`src/rtl/stopwatch_counter.sv`:
```
// stopwatch_counter: MM:SS BCD time base (00:00..59:59) under an IDLE/RUN/PAUSE control FSM.
// Latency: digits, running and wrap are registered; each is visible the cycle after its pulse is sampled.
// Backpressure: none; every tick/start_stop/clear/lap pulse is consumed in the cycle it is sampled.
//
// Ports:
//   clk, rst_n            clock, asynchronous active-low reset
//   tick                  count-enable pulse, +1 s while in RUN
//   start_stop            toggles RUN/PAUSE (IDLE -> RUN)
//   clear                 zeroes the count, returns to IDLE, drops lap hold
//   lap                   toggles lap hold (only with STOPWATCH_LAP_EN)
//   sec_ones..min_tens    displayed BCD digits
//   running               high in RUN
//   wrap                  one-cycle pulse when 59:59 rolls to 00:00
//   lap_active            high while the displayed digits are frozen
// Optional feature macro: STOPWATCH_LAP_EN builds the lap-hold display registers.
module stopwatch_counter (
  input  logic       clk,
  input  logic       rst_n,
  input  logic       tick,
  input  logic       start_stop,
  input  logic       clear,
  input  logic       lap,
  output logic [3:0] sec_ones,
  output logic [3:0] sec_tens,
  output logic [3:0] min_ones,
  output logic [3:0] min_tens,
  output logic       running,
  output logic       wrap,
  output logic       lap_active
);

  typedef enum logic [1:0] {
    IDLE  = 2'd0,
    RUN   = 2'd1,
    PAUSE = 2'd2
  } state_t;

  state_t     state_q, state_d;
  logic [3:0] so_q, st_q, mo_q, mt_q;
  logic [3:0] so_d, st_d, mo_d, mt_d;
  logic       wrap_q, wrap_d;
  logic       c0, c1, c2, c3;

  // Next state and BCD ripple increment. The tick is qualified by the
  // current state, so a start_stop+tick in RUN still counts the tick, while
  // the same pair in PAUSE only resumes. clear overrides everything.
  always_comb begin
    state_d = state_q;
    so_d    = so_q;
    st_d    = st_q;
    mo_d    = mo_q;
    mt_d    = mt_q;
    wrap_d  = 1'b0;
    c0      = (state_q == RUN) && tick;
    c1      = 1'b0;
    c2      = 1'b0;
    c3      = 1'b0;

    // ">=" on the limits keeps a digit recoverable even if it were ever
    // corrupted to an out-of-range value.
    if (c0) begin
      if (so_q >= 4'd9) begin
        so_d = 4'd0;
        c1   = 1'b1;
      end else begin
        so_d = so_q + 4'd1;
      end
    end
    if (c1) begin
      if (st_q >= 4'd5) begin
        st_d = 4'd0;
        c2   = 1'b1;
      end else begin
        st_d = st_q + 4'd1;
      end
    end
    if (c2) begin
      if (mo_q >= 4'd9) begin
        mo_d = 4'd0;
        c3   = 1'b1;
      end else begin
        mo_d = mo_q + 4'd1;
      end
    end
    if (c3) begin
      if (mt_q >= 4'd5) begin
        mt_d   = 4'd0;
        wrap_d = 1'b1;
      end else begin
        mt_d = mt_q + 4'd1;
      end
    end

    case (state_q)
      IDLE:    if (start_stop) state_d = RUN;
      RUN:     if (start_stop) state_d = PAUSE;
      PAUSE:   if (start_stop) state_d = RUN;
      default: state_d = IDLE;
    endcase

    if (clear) begin
      state_d = IDLE;
      so_d    = 4'd0;
      st_d    = 4'd0;
      mo_d    = 4'd0;
      mt_d    = 4'd0;
      wrap_d  = 1'b0;
    end
  end

  always_ff @(posedge clk or negedge rst_n) begin
    if (!rst_n) begin
      state_q <= IDLE;
      so_q    <= 4'd0;
      st_q    <= 4'd0;
      mo_q    <= 4'd0;
      mt_q    <= 4'd0;
      wrap_q  <= 1'b0;
    end else begin
      state_q <= state_d;
      so_q    <= so_d;
      st_q    <= st_d;
      mo_q    <= mo_d;
      mt_q    <= mt_d;
      wrap_q  <= wrap_d;
    end
  end

  assign running = (state_q == RUN);
  assign wrap    = wrap_q;

`ifdef STOPWATCH_LAP_EN
  logic       lap_q;
  logic [3:0] so_h, st_h, mo_h, mt_h;

  // Hold registers capture the live count on the first lap pulse; the
  // second pulse releases the mux so the live count shows immediately.
  always_ff @(posedge clk or negedge rst_n) begin
    if (!rst_n) begin
      lap_q <= 1'b0;
      so_h  <= 4'd0;
      st_h  <= 4'd0;
      mo_h  <= 4'd0;
      mt_h  <= 4'd0;
    end else if (clear) begin
      lap_q <= 1'b0;
    end else if (lap && (state_q != IDLE)) begin
      lap_q <= ~lap_q;
      if (!lap_q) begin
        so_h <= so_q;
        st_h <= st_q;
        mo_h <= mo_q;
        mt_h <= mt_q;
      end
    end
  end

  assign lap_active = lap_q;
  assign sec_ones   = lap_q ? so_h : so_q;
  assign sec_tens   = lap_q ? st_h : st_q;
  assign min_ones   = lap_q ? mo_h : mo_q;
  assign min_tens   = lap_q ? mt_h : mt_q;
`else
  logic unused_lap;
  assign unused_lap = lap;
  assign lap_active = 1'b0;
  assign sec_ones   = so_q;
  assign sec_tens   = st_q;
  assign min_ones   = mo_q;
  assign min_tens   = mt_q;
`endif

endmodule

```
`config.mk`:
```
export PLATFORM = sky130hd
export DESIGN_NAME = stopwatch_counter
export DESIGN_NICKNAME = d
export VERILOG_FILES = /design/src/rtl/stopwatch_counter.sv
export SDC_FILE = /design/constraint.sdc
export NUM_CORES = 1
export LEC_CHECK = 0
export CORE_ASPECT_RATIO = 0.7
export CORE_MARGIN = 4
export CORE_UTILIZATION = 45
export DETAILED_ROUTE_END_ITERATION = 6
export PLACE_DENSITY = 0.83
export SYNTH_ARGS = -nofsm -noshare
export SYNTH_HDL_FRONTEND = slang
export SYNTH_SLANG_ARGS = --single-unit
export TNS_END_PERCENT = 50
```
`constraint.sdc`:
```
create_clock -name clk -period 1.71 [get_ports clk]
set_input_delay 0.171 -clock clk [delete_from_list [all_inputs] [get_ports clk]]
set_output_delay 0.171 -clock clk [all_outputs]
set_load 0.005 [all_outputs]
```
* After elaboration in Yosys (flattened, before gate mapping) *
Index checks and enable logic that the tools add are counted.

word-level totals
  output and inout bits = 19
  input port bits = 6
  flip-flop bits (word level) = 19
  logic and storage cells = 51

operators by class
  order comparisons = 4
  mux-type cells = 25
  reductions and logical operators = 8
  equal/unequal tests = 4
  add/subtract/negate cells = 4

operator list
  operator                                                               count
  4-bit two-way mux                                                      12
  4-bit by 1-bit adder with 4-bit output, second input constant          4
  1-bit two-way mux                                                      9
  4-bit by 3-bit >= comparator with 1-bit output, second input constant  2
  4-bit >= comparator, second input constant                             2
  2-bit nonzero test                                                     4
  2-bit two-way mux                                                      3
  2-bit one-hot mux with 2 select lines                                  1
  3-bit by 1-bit != test with 1-bit output, second input constant        1
  3-bit != test, second input constant                                   1
  2-bit by 1-bit equality test with 1-bit output, second input constant  1
  2-bit equality test, second input constant                             1
  2-bit logical NOT                                                      1
  2-bit AND reduction                                                    1
  2-bit OR reduction                                                     1
  1-bit logical AND                                                      1

* Longest topological paths before layout *
Gate-level depths: netlist of run 1.

  depth after elaboration = 7
  mapped depth = 8
  mapped depth without buffers = 6

* Worst setup path after synthesis of run 1 *
OpenSTA, ideal clock, no wires.

  path type = flip-flop to flip-flop
  start point = reg so_q[0] (netlist: sec_ones[0])
  end point = reg mt_q[2] (netlist: min_tens[2])
  buffers on the path = 1
  arrival = 1708 ps
  stages on the path, launching flop included = 8
  clock period less this slack = 1839 ps
  required time = 1579 ps
  library setup time = 131 ps
  slack = -129 ps
  cells stage by stage = dfrtp_1 > inv_1 > ha_1 > or3b_1 > buf_2 > nand3_4 > o311a_1 > or3_1

between the ends
  cells in the longest elaborated chain, start to end = 6

ends and longest elaborated chain
  item                          line  text
  from (decl)                   39    logic [3:0] so_q, st_q, mo_q, mt_q;
  from (signal assigned)        114   so_q <= 4'd0;
  from (signal assigned)        121   so_q <= so_d;
  4-bit >= comparator           62    if (so_q >= 4'd9) begin
  1-bit two-way mux             62
  1-bit two-way mux             61    if (c0) begin
  1-bit two-way mux             69    if (c1) begin
  1-bit two-way mux             77    if (c2) begin
  2-bit nonzero test (no line)  -
  to (signal assigned)          124   mt_q <= mt_d;
  to (decl)                     39

No other way between the ends.
A chain may end at the register's enable or synchronous reset.

* Final worst setup path of run 1 *
Same ends and word-level chain as after synthesis.

==> impl_metrics.json, run 1 <==
{
  "drive_gt1_frac": 0.240,
  "max-vdd-ir-drop_v": 0.000413,
  "fin_crit_ps": 1740,
  "ys_ff_latch": 19,
  "wl_per_cell_um": 15.1,
  "wl_met3_um": 124,
  "violations": "negative setup slack",
  "muxShareOfSynthArea": 0.0340,
  "seq_area_um2": 477,
  "synth_edf_count": 0,
  "floorplan.initialDensity": 0.475,
  "power_frac_seq": 0.532,
  "cts_buffer_depth": 2,
  "io_buffers": 22,
  "synth_xor_area_frac": 0.0149,
  "grt_pass1_wl_mm": 4.99,
  "gp_congestion": 0.863,
  "rsz0062_at_grt": "true",
  "final_nets": 186,
  "yosys.area_share.simple": 0.218,
  "dp_hpwl_mm": 2.22,
  "drt-met1-wl_mm": 1.36,
  "skew_ps": 3.70,
  "synth_top_family_by_area": "simple AND/OR/NAND/NOR gates",
  "crit_required_ps": 1840,
  "die_area_um2": 3510,
  "critPathCaptureType": "flop",
  "postSynthCellCount": 123,
  "rows": 15,
  "final-max-slew-violation-count": 0,
  "synth_compound_area_frac": 0.137,
  "synthArstFlopShare": 1.00,
  "finalWorstSetupSlack_ps": -32.8,
  "core_um2": 2480,
  "n_fill_cell": 199,
  "grt_max_degree": 20,
  "cts_root_buf": "clkbuf_8",
  "clkPwrFrac": 0.356,
  "multi_input_area_um2": 674,
  "tritoncts": "done",
  "status": "finished, violations left",
  "path_class": "flop to flop",
  "yosysWarnings": 0,
  "worstHoldPathType": "primary input to async pin",
  "switching_share": 0.226,
  "clk_pin_slew_ps": 70,
  "syn_area_um2": 1180,
  "synth_ff_type": "dfrtp_1",
  "die_w_um": 69.1,
  "wl_met2_mm": 1.48,
  "routed-via-count": 1107,
  "ios": 25,
  "htreeDepth": 1,
  "layout_commonest_cell": "buf_4",
  "switchingPower_uw": 195,
  "route.detailed.drc": 0,
  "max_freq_mhz": 574,
  "post-place-ws_ps": -188,
  "fin_crit_sh": 1.02,
  "powerDensity_nw_per_um2": 510,
  "synthAdderAreaFrac": 0.128,
  "top_layer_used": "met4",
  "track_usage": 0.176,
  "synth-seq-area-share": 0.404,
  "drt-total-wl_mm": 3.03,
  "routed_via_density": 5.51,
  "startpoint_type": "flop",
  "die_h_um": 50.8,
  "layout_common_cells": "buf_4, clkdlybuf4s50_1, dfrtp_1",
  "p_leak_nw": 0.758,
  "antenna_found_initial": 0,
  "numCtsBuffers": 3,
  "p_int_uw": 665,
  "clock_latency_ps": 250,
  "cap_violations": 0,
  "ys_types": 39,
  "drt_first_pass_iters": 4,
  "antennaDiodeCount": 0,
  "synthToLayoutAreaGrowth_pct": 43.0,
  "drt_iter0_markers": 66,
  "worstPathArrival_ps": 1880,
  "cp_max_fo": 6,
  "finalHoldViolations": 0,
  "grt_pass1_vias": 1092,
  "utilization": 0.680,
  "syn-num-nets": 141,
  "p_comb_frac": 0.112,
  "clkSinkCount": 19,
  "overflow": 0,
  "ant_nets": 0,
  "setup_viol_count_final": 1,
  "syn_avg_cell_area_um2": 9.57
}
routing by layer:
metal | vias to the layer above | GRT usage
met5 | - | 0
met4 | 0 | 0.0390
met3 | 10 | 0.0420
met2 | 39 | 0.310
met1 | 531 | 0.220
li1 | 527 | -
worst paths after layout:
check / startpoint / endpoint / slack (ps) / cells after the start
worst max-delay path: sec_ones[0] / min_tens[2] / -30 / 6
worst min-delay path: rst_n / min_ones[1] / 240 / 2
worst max register to register: sec_ones[0] / min_tens[2] / -30 / 6
worst min register to register: min_tens[1] / min_tens[1] / 570 / 2
max in group asynchronous: rst_n / min_tens[0] / 1250 / 2
min in group clk: min_tens[1] / min_tens[1] / 570 / 2
flip-flops by register name (all words and copies together), names as in the netlist:
name,flops
min_ones,4
min_tens,4
sec_ones,4
sec_tens,4
state_q,2
wrap,1
stage by stage:
| stage | total power [mW] | hold slack, ps | setup TNS [ps] | std cells | instance area, µm² |
|---|---|---|---|---|---|
| final | 0.860 | 243 | -32.8 | 201 | 1680 |
| after global routing | 0.898 | 267 | -375 | 201 | 1680 |
| after CTS | 0.865 | 247 | -35.5 | 198 | 1630 |
| after detailed placement | 0.556 | 523 | -1360 | 193 | 1560 |
| after global placement | 0.553 | 523 | -253 | 193 | 1560 |
| after floorplan | 0.512 | -125 | -204 | 123 | 1190 |
kinds of logic after synthesis:
family                     after synthesis
xor gates and xnor gates                 2
muxes                                    4
other                                    1
adders and majority gates               12
DFF                                     19
AOI/OAI and AO/OA                       24
buffers and inverters                   17
and+or+nand+nor                         44
synthesized netlist by cell type, types with 2 or more instances:
master | instances | share of area
a211oi_1 | 3 | 0.019
a21oi_1 | 9 | 0.038
and3_1 | 2 | 0.011
and3b_1 | 2 | 0.015
buf_4 | 2 | 0.013
clkbuf_1 | 2 | 0.0064
dfrtp_1 | 19 | 0.40
ha_1 | 12 | 0.13
inv_1 | 11 | 0.035
mux2i_1 | 4 | 0.034
nand2_1 | 9 | 0.029
nand2b_1 | 2 | 0.011
nand3_1 | 5 | 0.021
nand4_1 | 3 | 0.016
nor2_1 | 7 | 0.022
nor3_1 | 4 | 0.017
nor3b_1 | 2 | 0.013
o21ai_0 | 3 | 0.013
o311a_1 | 2 | 0.017
area by class of cell:
| cell class | instances | share of cell area |
|---|---|---|
| multi-input combinational | 87 | 0.400 |
| sequential | 19 | 0.283 |
| timing repair buffer | 46 | 0.240 |
| clock buffer | 4 | 0.0267 |
| tap | 34 | 0.0253 |
| inverter | 11 | 0.0245 |
worst max-delay path, cell delays in order, from the launching register on:
cell and delay (ps):
dfrtp_1 380, inv_1 60, ha_2 150, or3b_4 250
nand3_4 120, o311a_1 310, or3_1 350
power groups by stage:
stage / Clock, mW / Combinational [mW] / Sequential (mW)
CTS: 0.314 / 0.0940 / 0.457
detailed placement: 0 / 0.0901 / 0.466
global placement: 0 / 0.0879 / 0.465
finish: 0.306 / 0.0965 / 0.457
global route: 0.334 / 0.107 / 0.457
floorplan: 0 / 0.0444 / 0.468
what timing repair did:
item | CTS | global route
endpoints found under the setup margin | 13 | 14
pin swaps | 2 | 4
gates cloned | 0 | 0
hold buffers | 0 | 0
setup buffers | 1 | 3
gates resized for setup | 4 | 8
(Power assumes the default switching activity.)
==> run 2: changes to the inputs <==
--- a/config.mk
+++ b/config.mk
@@ -5,11 +5,13 @@
 export SDC_FILE = /design/constraint.sdc
 export NUM_CORES = 1
 export LEC_CHECK = 0
+export ABC_AREA = 1
 export CORE_ASPECT_RATIO = 0.7
 export CORE_MARGIN = 4
-export CORE_UTILIZATION = 45
+export CORE_UTILIZATION = 48
+export CTS_BUF_LIST = sky130_fd_sc_hd__clkbuf_4
 export DETAILED_ROUTE_END_ITERATION = 6
-export PLACE_DENSITY = 0.83
+export PLACE_DENSITY = 0.86
 export SYNTH_ARGS = -nofsm -noshare
 export SYNTH_HDL_FRONTEND = slang
 export SYNTH_SLANG_ARGS = --single-unit
==> constraint.sdc (replaced) <==
create_clock -name clk -period 1.71 [get_ports clk]
set_input_delay 0.171 -clock clk [delete_from_list [all_inputs] [get_ports clk]]
set_output_delay 0.171 -clock clk [all_outputs]
set_load 0.1 [all_outputs]
==> run 2 against run 1 <==
The run now ends clean. Total power is 9.4% higher. Setup slack improved by 180 ps. Core utilization up 2.0 points. Largest power group unchanged. First-iteration DRC count fell by 14%. Critical path type unchanged. Critical endpoint is now min_tens[1].
==> impl_metrics.json, run 2 <==
{
  "cts_buffer_depth": 2,
  "ys_ff_latch": 19,
  "worstHoldPathType": "primary input to async pin",
  "route.detailed.drc": 0,
  "die_h_um": 51.2,
  "drt_iter0_markers": 57,
  "drive_gt1_frac": 0.318,
  "die_w_um": 69.8,
  "rsz0062_at_grt": "false",
  "cp_max_fo": 5,
  "r2r_setup_slack_ps": 150,
  "final-max-slew-violation-count": 0,
  "clk_pin_slew_ps": 100,
  "syn_avg_cell_area_um2": 8.49,
  "drt_first_pass_iters": 4,
  "hold_ws_ps": 185,
  "floorplan.initialDensity": 0.510,
  "synth-seq-area-share": 0.371,
  "startpoint_type": "flop",
  "numCtsBuffers": 3,
  "syn-num-nets": 169,
  "synthToLayoutAreaGrowth_pct": 37.3,
  "ios": 25,
  "crit_required_ps": 1920,
  "slowest_delay_ps": 440,
  "grt_pass1_wl_mm": 4.82,
  "fin_crit_sh": 0.912,
  "ys_types": 28,
  "syn_area_um2": 1280,
  "path_cells": "inv_1 -> ha_1 -> nor2_1 -> nand2_1 -> nand2_1 -> inv_1 -> nand3_4 -> nand2_2 -> nand2_1 -> inv_1",
  "routed_via_density": 5.32,
  "routed-via-count": 1117,
  "synth_area_leaders": "dfrtp_1, ha_1, nand2_1",
  "ant_nets": 0,
  "finalHoldViolations": 0,
  "worstPathArrival_ps": 1770,
  "post-place-ws_ps": 170,
  "path_class": "flop to flop",
  "core_um2": 2510,
  "status": "finished, final reports clean",
  "skew_ps": 4.82,
  "antenna_found_initial": 0,
  "switching_share": 0.321,
  "synth.most_common_cell": "nand2_1",
  "cap_violations": 0,
  "power_frac_seq": 0.508,
  "path_delay_family": "simple AND/OR/NAND/NOR gates",
  "p_leak_nw": 0.825,
  "track_usage": 0.171,
  "critPathBufInv": 3,
  "clkPwrFrac": 0.257,
  "cts_root_buf": "clkbuf_4",
  "gp_congestion": 0.825,
  "layout_commonest_cell": "nand2_1",
  "max_freq_mhz": 642,
  "cp_slowest_cell": "dfrtp_2",
  "setup_tns_ps": 0,
  "setup_viol_count_final": 0,
  "finalInstanceArea_um2": 1760,
  "yosysWarnings": 0,
  "final_nets": 195,
  "synth_ff_type": "dfrtp_1",
  "overflow": 0,
  "htreeDepth": 1,
  "layout_common_cells": "nand2_1, inv_1, buf_12",
  "place_area_um2": 1730,
  "wl_per_cell_um": 13.1,
  "hold_buffers": 0,
  "p_comb_frac": 0.234,
  "io_buffers": 22,
  "synthArstFlopShare": 1.00,
  "synth_edf_count": 0,
  "yosys-top-cells-count": "nand2_1, dfrtp_1, inv_1",
  "grt_pass1_vias": 1091,
  "switchingPower_uw": 302,
  "critPathCaptureType": "flop",
  "max-vdd-ir-drop_v": 0.000447,
  "powerDensity_nw_per_um2": 534,
  "finalWorstSetupSlack_ps": 151,
  "dp_hpwl_mm": 2.20,
  "synth.top_cell.area_share": 0.371,
  "clkSinkCount": 19,
  "rows": 15,
  "fin_crit_ps": 1560,
  "postSynthCellCount": 151,
  "grt_max_degree": 21,
  "die_area_um2": 3580,
  "antennaDiodeCount": 0,
  "p_int_uw": 639,
  "drt-total-wl_mm": 2.75,
  "synth_top_area_cell": "dfrtp_1",
  "tritoncts": "done",
  "clock_latency_ps": 300
}
==> run 2: cell types whose count changed after synthesis, moves of 5 or more <==
cell,delta
nand2_2,+6
nor2_1,+5
nand2_1,+18
inv_1,+6
nand3_1,+11
==> run 2: worst paths after layout <==
path,start,to,depth (start not counted)
hold / removal,rst_n,sec_ones[2],2
setup / recovery,min_ones[1],min_tens[1],10
hold reg to reg,state_q[0],state_q[0],1
min in group clk,start_stop,state_q[1],2
max in group asynchronous,rst_n,sec_tens[1],2
setup reg to reg,min_ones[1],min_tens[1],10
==> run 2: metrics by stage <==
| stage | util | total power, mW | instances |
|---|---|---|---|
| detailed placement | 0.687 | 0.708 | 206 |
| global route | 0.700 | 0.985 | 210 |
| CTS | 0.699 | 0.947 | 210 |
| global placement | 0.687 | 0.700 | 206 |
| floorplan | - | 0.628 | 151 |
| finish | 0.700 | 0.940 | 210 |
==> run 2: power groups by stage <==
stage	clock [mW]	sequential, mW	combinational, mW
floorplan	0	0.530	0.0982
global route	0.269	0.480	0.236
CTS	0.248	0.478	0.221
detailed placement	0	0.487	0.221
finish	0.242	0.478	0.220
global placement	0	0.485	0.215
==> run 2: kinds of logic after synthesis <==
group,after synthesis,synth area share
AND/OR/NAND/NOR,78,0.337
buffers and inverters,22,0.0722
flip-flops,19,0.371
AO/OA/AOI/OAI,16,0.0800
adder cells (fa/ha/maj),12,0.117
XOR/XNOR,3,0.0205
other,1,0.00292
==> run 2: area by class of cell <==
cell class	count	area, µm²
Clock buffer	4	30.0
Fill cell	189	754
Inverter	19	72.6
Multi-Input combinational cell	110	717
Sequential cell	19	495
Tap cell	34	42.5
Timing Repair Buffer	24	403
==> run 2: routing by layer <==
layer | track usage | vias up | part of all wire
met1 | 0.206 | 541 | 0.42
met4 | 0.0541 | 0 | 0.011
li1 | - | 539 | -
met5 | 0 | - | 0
met3 | 0.0472 | 4 | 0.056
met2 | 0.298 | 33 | 0.51
==> run 2: what timing repair did <==
action / 4_1_cts / 5_1_grt
setup endpoints to repair: 0 / 1
buffers inserted: 0 / 0
resized for setup: 0 / 1
hold endpoints to repair: 0 / 0
==> run 2: worst register-to-register path: stages (launching register included) <==
cell,delay [ps]
dfrtp_2,440
inv_1,80
ha_1,190
nor2_1,130
nand2_1,70
nand2_1,140
inv_1,140
nand3_4,140
nand2_2,50
nand2_1,60
inv_1,40
==> run 3: changes to the inputs <==
--- a/config.mk
+++ b/config.mk
@@ -5,10 +5,9 @@
 export SDC_FILE = /design/constraint.sdc
 export NUM_CORES = 1
 export LEC_CHECK = 0
-export ABC_AREA = 1
 export CORE_ASPECT_RATIO = 0.7
 export CORE_MARGIN = 4
-export CORE_UTILIZATION = 48
+export CORE_UTILIZATION = 47
 export CTS_BUF_LIST = sky130_fd_sc_hd__clkbuf_4
 export DETAILED_ROUTE_END_ITERATION = 6
 export PLACE_DENSITY = 0.86
==> run 3 against run 2 <==
The run now ends with negative setup slack left. Routed wire length grew 25%. Critical path type unchanged. Final cell count is 7.6% lower. Core utilization increased by 13 points. Combinational power shrank 34%. Sequential share of layout area decreased by 1.2 points. Setup slack got worse by 290 ps. Critical endpoint is now min_ones[2]. Total power fell by 9.1%. Clock power is 2% higher.
==> impl_metrics.json, run 3 (synthesis gave the netlist of run 1 again) <==
{
  "ios": 25,
  "cts_root_buf": "clkbuf_4",
  "n_fill_cell": 103,
  "dp_hpwl_mm": 2.34,
  "wl_per_cell_um": 17.7,
  "worstReg2RegStart": "sec_ones[0]",
  "switchingPower_uw": 240,
  "grt_pass1_wl_mm": 5.48,
  "die_h_um": 49.9,
  "clkPwrFrac": 0.290,
  "antennaDiodeCount": 0,
  "grt_max_degree": 20,
  "r2r_setup_slack_ps": -140,
  "clock_latency_ps": 300,
  "r2r_end": "min_ones[2]",
  "crit_required_ps": 1900,
  "drt-total-wl_mm": 3.43,
  "multi_input_area_um2": 719,
  "htreeDepth": 1,
  "core_um2": 2260,
  "drt_first_pass_iters": 4,
  "route.detailed.drc": 0,
  "switching_share": 0.281,
  "final-max-slew-violation-count": 0,
  "startpoint_type": "flop",
  "r2r.worst_path.cells": 7,
  "drive_gt1_frac": 0.457,
  "rows": 14,
  "violations": "negative setup slack",
  "antenna_found_initial": 0,
  "numCtsBuffers": 3,
  "die_w_um": 67.8,
  "utilization": 0.827,
  "p_comb_frac": 0.171,
  "setup_viol_count_final": 8,
  "max-vdd-ir-drop_v": 0.000439,
  "p_leak_nw": 0.791,
  "hold_ws_ps": 195,
  "io_buffers": 22,
  "drt_iter0_markers": 89,
  "routed-via-count": 1150,
  "routed_via_density": 5.93,
  "setup_tns_ps": -715,
  "cap_violations": 0,
  "path_class": "flop to flop",
  "worstPathArrival_ps": 2040,
  "ant_nets": 0,
  "slowest_delay_ps": 520,
  "overflow": 0,
  "seq_area_um2": 504,
  "cp_slowest_cell": "dfrtp_4",
  "gp_congestion": 0.762,
  "grt_pass1_vias": 1109,
  "max_freq_mhz": 540,
  "finalHoldViolations": 0,
  "cp_max_fo": 8,
  "die_area_um2": 3380,
  "cts_buffer_depth": 2,
  "layout_commonest_cell": "buf_4",
  "rsz0062_at_grt": "true",
  "placedCellCount": 189,
  "clk_pin_slew_ps": 110,
  "worstHoldPathType": "primary input to async pin",
  "skew_ps": 12.2,
  "fin_crit_sh": 1.08,
  "critPathCaptureType": "flop",
  "layout_common_cells": "buf_4, buf_12, ha_1",
  "fin_crit_ps": 1850,
  "hold_buffers": 0,
  "path_cells": "inv_2 -> ha_2 -> or3b_4 -> nand3_4 -> buf_4 -> nor2_4 -> a31o_2",
  "final_cells": 194,
  "finalWorstSetupSlack_ps": -143,
  "powerDensity_nw_per_um2": 458,
  "clkSinkCount": 19,
  "final_nets": 181,
  "tritoncts": "done",
  "synthToLayoutAreaGrowth_pct": 58.7,
  "track_usage": 0.214,
  "status": "finished, violations left",
  "floorplan.initialDensity": 0.521,
  "p_int_uw": 614,
  "power_frac_seq": 0.539
}
-- run 3: cell count changes in the layout (fill, tap and decap cells not counted), moves of 4 or more --
cell | before | now
nand2_1 | 26 | 9
inv_1 | 17 | 9
o21ai_0 | 5 | 1
buf_4 | 3 | 20
nand4_1 | 7 | 3
nand2_2 | 7 | 0
nand3_1 | 16 | 4
nor2_1 | 12 | 5
mux2i_1 | 0 | 4
-- run 3: worst max-delay path by stage --
stage                           start          end
final                     sec_ones[0]  min_ones[2]
after global routing      sec_ones[0]  min_tens[2]
after CTS                 sec_ones[0]  min_tens[2]
after detailed placement  sec_tens[0]  min_ones[2]
after global placement           tick  min_tens[2]
after floorplan           sec_ones[0]  min_tens[2]
-- run 3: timing repair --
| action | 4_1_cts | 5_1_grt |
|---|---|---|
| hold endpoints to repair | 0 | 0 |
| resized for setup | 6 | 7 |
| pin swaps | 1 | 2 |
| endpoints found under the setup margin | 17 | 17 |
| buffers inserted | 1 | 0 |
| gates cloned | 0 | 0 |
-- run 3: layout make-up --
cell class | count | area share
clock buffers | 4 | 0.0161
inverters | 11 | 0.0234
flip-flops and latches | 19 | 0.270
well taps | 32 | 0.0214
repair buffers | 41 | 0.284
multi-input cells | 87 | 0.385
-- run 3: power groups by stage --
stage,Clock (mW),Combinational (mW),Sequential [mW]
finish,0.248,0.146,0.461
global route,0.271,0.153,0.462
CTS,0.246,0.142,0.461
detailed placement,0,0.138,0.470
global placement,0,0.134,0.469
floorplan,0,0.0704,0.484
-- run 3: through the flow --
step	total power [mW]	worst slack [ps]	cell area, µm²
after floorplan	0.554	-336	1250
after global placement	0.604	-80.1	1770
after detailed placement	0.608	-148	1770
after CTS	0.849	-103	1830
after global routing	0.887	-194	1870
final	0.855	-143	1870
-- run 3: layer usage --
| layer | up-vias | track usage | share of wire |
|---|---|---|---|
| met4 | 0 | 0.0594 | 0.049 |
| met5 | - | 0 | 0 |
| met1 | 559 | 0.281 | 0.43 |
| li1 | 511 | - | - |
| met2 | 58 | 0.341 | 0.46 |
| met3 | 22 | 0.0614 | 0.063 |
-- run 3: worst max-delay path, delay by kind of cell (launching register included) --
family                     cells  cell delay (ps)
DFF                            1              520
AOI/OAI and AO/OA              1              240
and+or+nand+nor                3              600
buffers and inverters          2              230
adders and majority gates      1              150
